**src/rtl/pc_fetch_unit.sv**
```systemverilog
// Program counter and fetch control for a synchronous instruction ROM with one cycle of read latency.
// Keeps if_pc/if_valid aligned with the ROM output word, and handles stalls, redirects and address wrap.
module pc_fetch_unit #(
  parameter logic [31:0] RESET_PC   = 32'h0000_0000,
  parameter int          IMEM_WORDS = 12,
  parameter int          CNT_W      = 32
) (
  input  logic             clk,
  input  logic             zero_n,
  input  logic             stall_in,
  input  logic             redirect_valid,
  input  logic [31:0]      redirect_target,
  output logic [31:0]      pc_out,
  output logic             freeze,
  output logic [31:0]      if_pc,
  output logic             if_valid,
  output logic             misalign_err,
  output logic [CNT_W-1:0] fetch_cnt
);

  typedef enum logic [1:0] {BOOT, RUN, STALL, FLUSH} state_t;

  localparam logic [31:0] LAST_PC = RESET_PC + 32'(4 * (IMEM_WORDS - 1));

  state_t           state_q, state_d;
  logic [31:0]      pc_q, pc_d;
  logic [31:0]      if_pc_q, if_pc_d;
  logic             if_valid_q, if_valid_d;
  logic             misalign_q, misalign_d;
  logic [CNT_W-1:0] cnt_q, cnt_d;

  // Sequential successor; only the last word of the fetch space wraps.
  function automatic logic [31:0] next_pc(input logic [31:0] a);
    return (a == LAST_PC) ? RESET_PC : a + 32'd4;
  endfunction

  always_comb begin
    state_d    = state_q;
    pc_d       = pc_q;
    if_pc_d    = if_pc_q;
    if_valid_d = if_valid_q;
    misalign_d = misalign_q;
    if (redirect_valid) begin
      // The word the ROM latches at this edge is wrong-path, so it is squashed.
      pc_d       = {redirect_target[31:2], 2'b00};
      if_pc_d    = pc_q;
      if_valid_d = 1'b0;
      state_d    = FLUSH;
      if (redirect_target[1:0] != 2'b00) misalign_d = 1'b1;
    end else if (stall_in) begin
      state_d = STALL;
    end else begin
      pc_d       = next_pc(pc_q);
      if_pc_d    = pc_q;
      if_valid_d = 1'b1;
      state_d    = RUN;
    end
    cnt_d = if_valid_d ? cnt_q + CNT_W'(1) : cnt_q;
  end

  always_ff @(posedge clk or negedge zero_n) begin
    if (!zero_n) begin
      state_q    <= BOOT;
      pc_q       <= RESET_PC;
      if_pc_q    <= 32'h0;
      if_valid_q <= 1'b0;
      misalign_q <= 1'b0;
      cnt_q      <= '0;
    end else begin
      state_q    <= state_d;
      pc_q       <= pc_d;
      if_pc_q    <= if_pc_d;
      if_valid_q <= if_valid_d;
      misalign_q <= misalign_d;
      cnt_q      <= cnt_d;
    end
  end

  assign pc_out       = pc_q;
  assign freeze       = stall_in & ~redirect_valid;
  assign if_pc        = if_pc_q;
  assign if_valid     = if_valid_q;
  assign misalign_err = misalign_q;
  assign fetch_cnt    = cnt_q;

endmodule

```
**config.mk**
```make
export PLATFORM = sky130hd
export DESIGN_NAME = pc_fetch_unit
export DESIGN_NICKNAME = d
export VERILOG_FILES = /design/src/rtl/pc_fetch_unit.sv
export SDC_FILE = /design/constraint.sdc
export NUM_CORES = 1
export LEC_CHECK = 0
export BUFFER_PORTS_ARGS = -buffer_cell sky130_fd_sc_hd__buf_2
export CAP_MARGIN = 15
export CORE_AREA = 2 2 99 101
export CTS_BUF_LIST = sky130_fd_sc_hd__clkbuf_8 sky130_fd_sc_hd__clkbuf_16
export DETAILED_ROUTE_END_ITERATION = 10
export DIE_AREA = 0 0 101 103
export PLACE_DENSITY = 0.76
export SYNTH_ARGS = -nofsm -noshare
export SYNTH_HDL_FRONTEND = slang
export SYNTH_SLANG_ARGS = --single-unit
export TNS_END_PERCENT = 20
```
**constraint.sdc**
```tcl
create_clock -name clk -period 3.8 [get_ports clk]
set_input_delay 0.76 -clock clk [delete_from_list [all_inputs] [get_ports clk]]
set_output_delay 0.76 -clock clk [all_outputs]
set_load 0.01 [all_outputs]
```
# After elaboration in Yosys (flattened, before gate mapping)
# Index checks and enable logic that the tools add are counted.
[word_totals]
regBits = 98
in_bits = 36
out_inout_bits = 99
[classes]
n_addsub = 2
n_eq_ne = 2
n_mux = 7
n_bitwise = 2
reduce_logical = 2
[ops]
columns = ["cell", "count"]
rows = [
  ["$mux W32", 5],
  ["$add A32 B1 Y32 const B", 1],
  ["$add A32 B3 Y32 const B", 1],
  ["$eq A32 B6 Y1 const B", 1],
  ["$mux W1", 2],
  ["$ne A2 B1 Y1 const B", 1],
  ["$reduce_and A2 Y1", 1],
  ["$reduce_bool A2 Y1", 1],
  ["$and A1 B1 Y1", 1],
  ["$not A1 Y1", 1],
]

# Depth between registers and ports, before layout
[depth]
ltp_word = 4
mapped_depth = 8

# Worst setup path after synthesis
# Ideal clock, no wire load.
[synth_timing]
path_kind = "in2out"
from = "input redirect_valid"
to = "output freeze"
arrival_ps = 1559
required_time_ps = 3040
setup_slack_ps = 1481
cell_stages = 4
path_buffers = 2
cell_sequence = "nand2b_1 inv_1 clkbuf_1 buf_1"
[synth_via]
elab_chain_cells = 2
[synth_lines]
columns = ["element", "line", "source"]
rows = [
  ["start: declaration", "11", "input logic redirect_valid,"],
  ["$not A1 Y1", "80", "assign freeze = stall_in & ~redirect_valid;"],
  ["$and A1 B1 Y1", "80", ""],
  ["end: declaration", "14", "output logic freeze,"],
]
# No other way between the ends.

# Worst setup path after layout
[layout_timing]
from = "register pc_q[15] (netlist: pc_out[15])"
to = "register pc_q[14] (netlist: pc_out[14])"
[layout_via]
elab_chain_cells = 4
[layout_lines]
columns = ["element", "line", "source"]
rows = [
  ["start: declaration", "26", "logic [31:0] pc_q, pc_d;"],
  ["start signal: assignment", "71", "pc_q <= pc_d;"],
  ["$eq A32 B6 Y1", "34", "return (a == LAST_PC) ? RESET_PC : a + 32'd4;"],
  ["$mux W32", "34", ""],
  ["$mux W32", "50", "end else if (stall_in) begin"],
  ["$mux W32", "43", "if (redirect_valid) begin"],
]
# No other way between the ends. The select of a mux whose other input is x is not followed.
# A chain may end at the register's enable or synchronous reset.

==> summary.md <==
| Metric | Value |
|---|---|
| Outcome | complete, no violations |
| CP Max Fanout | 12 |
| Number of routed nets with antenna violations | 0 |
| Most common library cell in the layout ignoring fill and taps | buf_2 |
| Global route overflow | 0 |
| Post-synthesis instance area | 4570 µm² |
| Cts-stage hold buffer count | 0 |
| Detailed-router iteration count before antenna repair | 5 |
| CP Launch Type | flop |
| Vias | roughly 4,000 |
| Clock transition at path regs | 0.09 ns |
| IR drop worst, VDD | 169 µV |
| Count of endpoints failing setup in the final report | 0 |
| Design Power | 2.35 mW |
| EDFF count, synth | 0 |
| Maximum number of pins on one net before global-route repair | 39 |
| Die span in x | 101 µm |
| Latest clock arrival within the worst-skew pair | 0.37 ns |
| Final Cycle Share | 0.689 |
| Commonest cells after routing, fill and taps aside | buf_2 (129), nand2_1 (123), dfrtp_1 (94) |
| MaxCap Viol Count | 0 |
| Number of I/O pins | 135 |
| Clock tree from TritonCTS | done |
| Clk sink count | 94 |
| Post-synthesis register bit count | between 90 and 100 |
| Routed via count divided by cell count | roughly 5.6 |
| Most area-hungry cell type in the Yosys netlist | dfrtp_1 |
| Via count of the first global-routing pass | 3,754 |
| Placeable core region | 9460 µm² |
| First-pass GRT wire length | 18,900 µm |
| Number of CTS-inserted buffers | 9 |
| Cells taking the most area after synthesis | dfrtp_1 (51%), nand2_1 (10%), xnor2_1 (7.3%), nand4_1 (3.3%), o21ai_0 (3.2%) |
| Average wire per cell in the routed design | around 16 µm |
| Time the worst path needs with I/O delays and setup | 2.62 ns |
| Data arrival time of the critical path | about 2.8 ns |
| CP cell instances | nor4_1 -> and4_1 -> nand2_1 -> o21ai_1 -> o21ai_0 |
| I/O Buffers | 130 |
| Leakage power | 2.66 nW |
| Std-Cell Rows | 36 |
| Resized Gates After CTS | 0 |
| Highest achievable clock rate | 382 MHz |
| Effective utilization at floorplan | 0.483 |
| Max clock buf depth | 2 |
| Worst setup slack after layout | 1.18 ns |
| Global placer's final weighted congestion | about 0.87 |
| Fraction of the yosys area taken by sequential cells | 0.515 |
| Die boundary height | ~100 µm |
| Count of synthesis-stage warnings from yosys | 0 |
| Share of synthesized flip-flops with an asynchronous set or reset | 1.00 |
| Number of pins exceeding their max-slew limit in the final report | 0 |
| DRC marker count from the first detailed-route iteration | 226 |
| Cell area power density | 427 nW/µm² |
| Final HPWL DP | ~8600 µm |
| Setup Fix Bufs, Post-CTS | 0 |
| Capturing element type of the critical path | flop |
| Type of the worst setup path | reg2reg |
| Share of the synthesized area in the top cell type | 0.515 |
| Place WS | 0.990 ns |
| Area enclosed by the die boundary | 10,400 µm² |
| Setup repair after global routing missed its margin | false |
| Most frequently used flop master after synthesis | dfrtp_1 |
| Total Negative Setup Slacks | 0 ns |
| Required time of the critical path | 4.01 ns |
| Share of post-route cells with drive strength above 1 | 0.254 |
| Synth cell types | 43 |
| Final hold viol count | 0 |
| Post-Syn Area per Cell | between 9 and 10 µm² |
| Total GRT Usage | 0.234 |
| Routed wire length | ~12,000 µm |
| Initial antenna violation count | 0 |
| Slew at the pin closest to its max-slew limit | 0.797 ns |
| Fin util | 0.582 |
| Maximum clock skew at final layout | 0.0105 ns |
| H-tree depth reported by CTS | 3 |
| Number of diodes added for antenna fixing | 0 |
| Area added between synthesis and finish | 20.4% |
| Crit path max-delay cell type | o21ai_1 |
| Biggest cell delay along the critical path | 0.66 ns |
| Slew HR | 0.465 |
| Number of instances in the synthesized netlist | 488 |
| Classification of the worst-slack hold path | in2async |
| Root Buffer | clkbuf_8 |
| DRC violations left | 0 |
| Final net count | around 650 |
logic make-up after synthesis:
logic type | share of synthesized area
flops | 0.515
fa+ha+maj | 0.00547
compound gates | 0.0854
simple gates | 0.257
mux | 0.00958
buf+inv | 0.0370
xor+xnor | 0.0901
other cells | 0.000820
per-layer routing:
| metal | vias up | wire (µm) | track usage |
|---|---|---|---|
| li1 | 1923 | - | - |
| met1 | 1920 | 5010 | 0.322 |
| met2 | 178 | 5720 | 0.374 |
| met3 | 18 | 869 | 0.0359 |
| met4 | 0 | 185 | 0.0977 |
| met5 | - | 0 | 0 |
registers in the layout, summed over array words and instances, names as in the netlist:
register and cells:
if_valid 1, if_pc 30, pc_out 30, misalign_err 1
fetch_cnt 32
synth_stat cells, types with 5 or more instances:
| cell | number |
|---|---|
| and4_1 | 11 |
| nand3_1 | 17 |
| buf_2 | 5 |
| and3_1 | 8 |
| a31oi_1 | 6 |
| o21ai_0 | 29 |
| nor3_1 | 7 |
| nor4_1 | 11 |
| inv_1 | 10 |
| a21oi_1 | 7 |
| dfrtp_1 | 94 |
| xor2_1 | 9 |
| clkbuf_1 | 17 |
| nor2_1 | 19 |
| nand4_1 | 24 |
| nand2_1 | 123 |
| a2bb2oi_1 | 6 |
| xnor2_1 | 38 |
layout make-up:
type                    instances  area, µm²
fillers                       830       3950
inverters                      10       37.5
repair buffers                136        698
multi-input cells             358       2060
clock buffers                  10        138
flip-flops and latches         94       2350
clock inverters                 5       76.3
well taps                     114        143
where the power goes:
group,internal [mW],total [mW],switching [mW]
sequential,1.10,1.23,0.138
clock,0.382,0.728,0.346
combinational,0.171,0.388,0.216
total,1.65,2.35,0.700
final timing paths:
check | cells past startpoint | from | slack [ns] | to
worst max-delay path | 5 | pc_out[15] | 1.18 | pc_out[14]
worst min-delay path | 1 | zero_n | 0.31 | fetch_cnt[7]
worst min register to register | 2 | if_pc[14] | 0.47 | if_pc[14]
max in group asynchronous | 2 | zero_n | 2.65 | pc_out[7]
worst max register to register | 5 | pc_out[15] | 1.18 | pc_out[14]
min in group clk | 2 | if_pc[14] | 0.47 | if_pc[14]
through the flow:
step                      instance area (µm²)  std cells  hold WS, ns
after global placement                   5290        712        0.448
after floorplan                          4580        491        0.464
after global routing                     5510        727        0.335
after CTS                                5510        727        0.320
after detailed placement                 5290        712        0.450
final                                    5510        727        0.314
critical path, delay by kind of cell (launching register included):
kind               cells  cell delay, ns
DFF                    1            0.54
AOI/OAI and AO/OA      2            0.89
and+or+nand+nor        3            1.04
(Power assumes the default switching activity.)
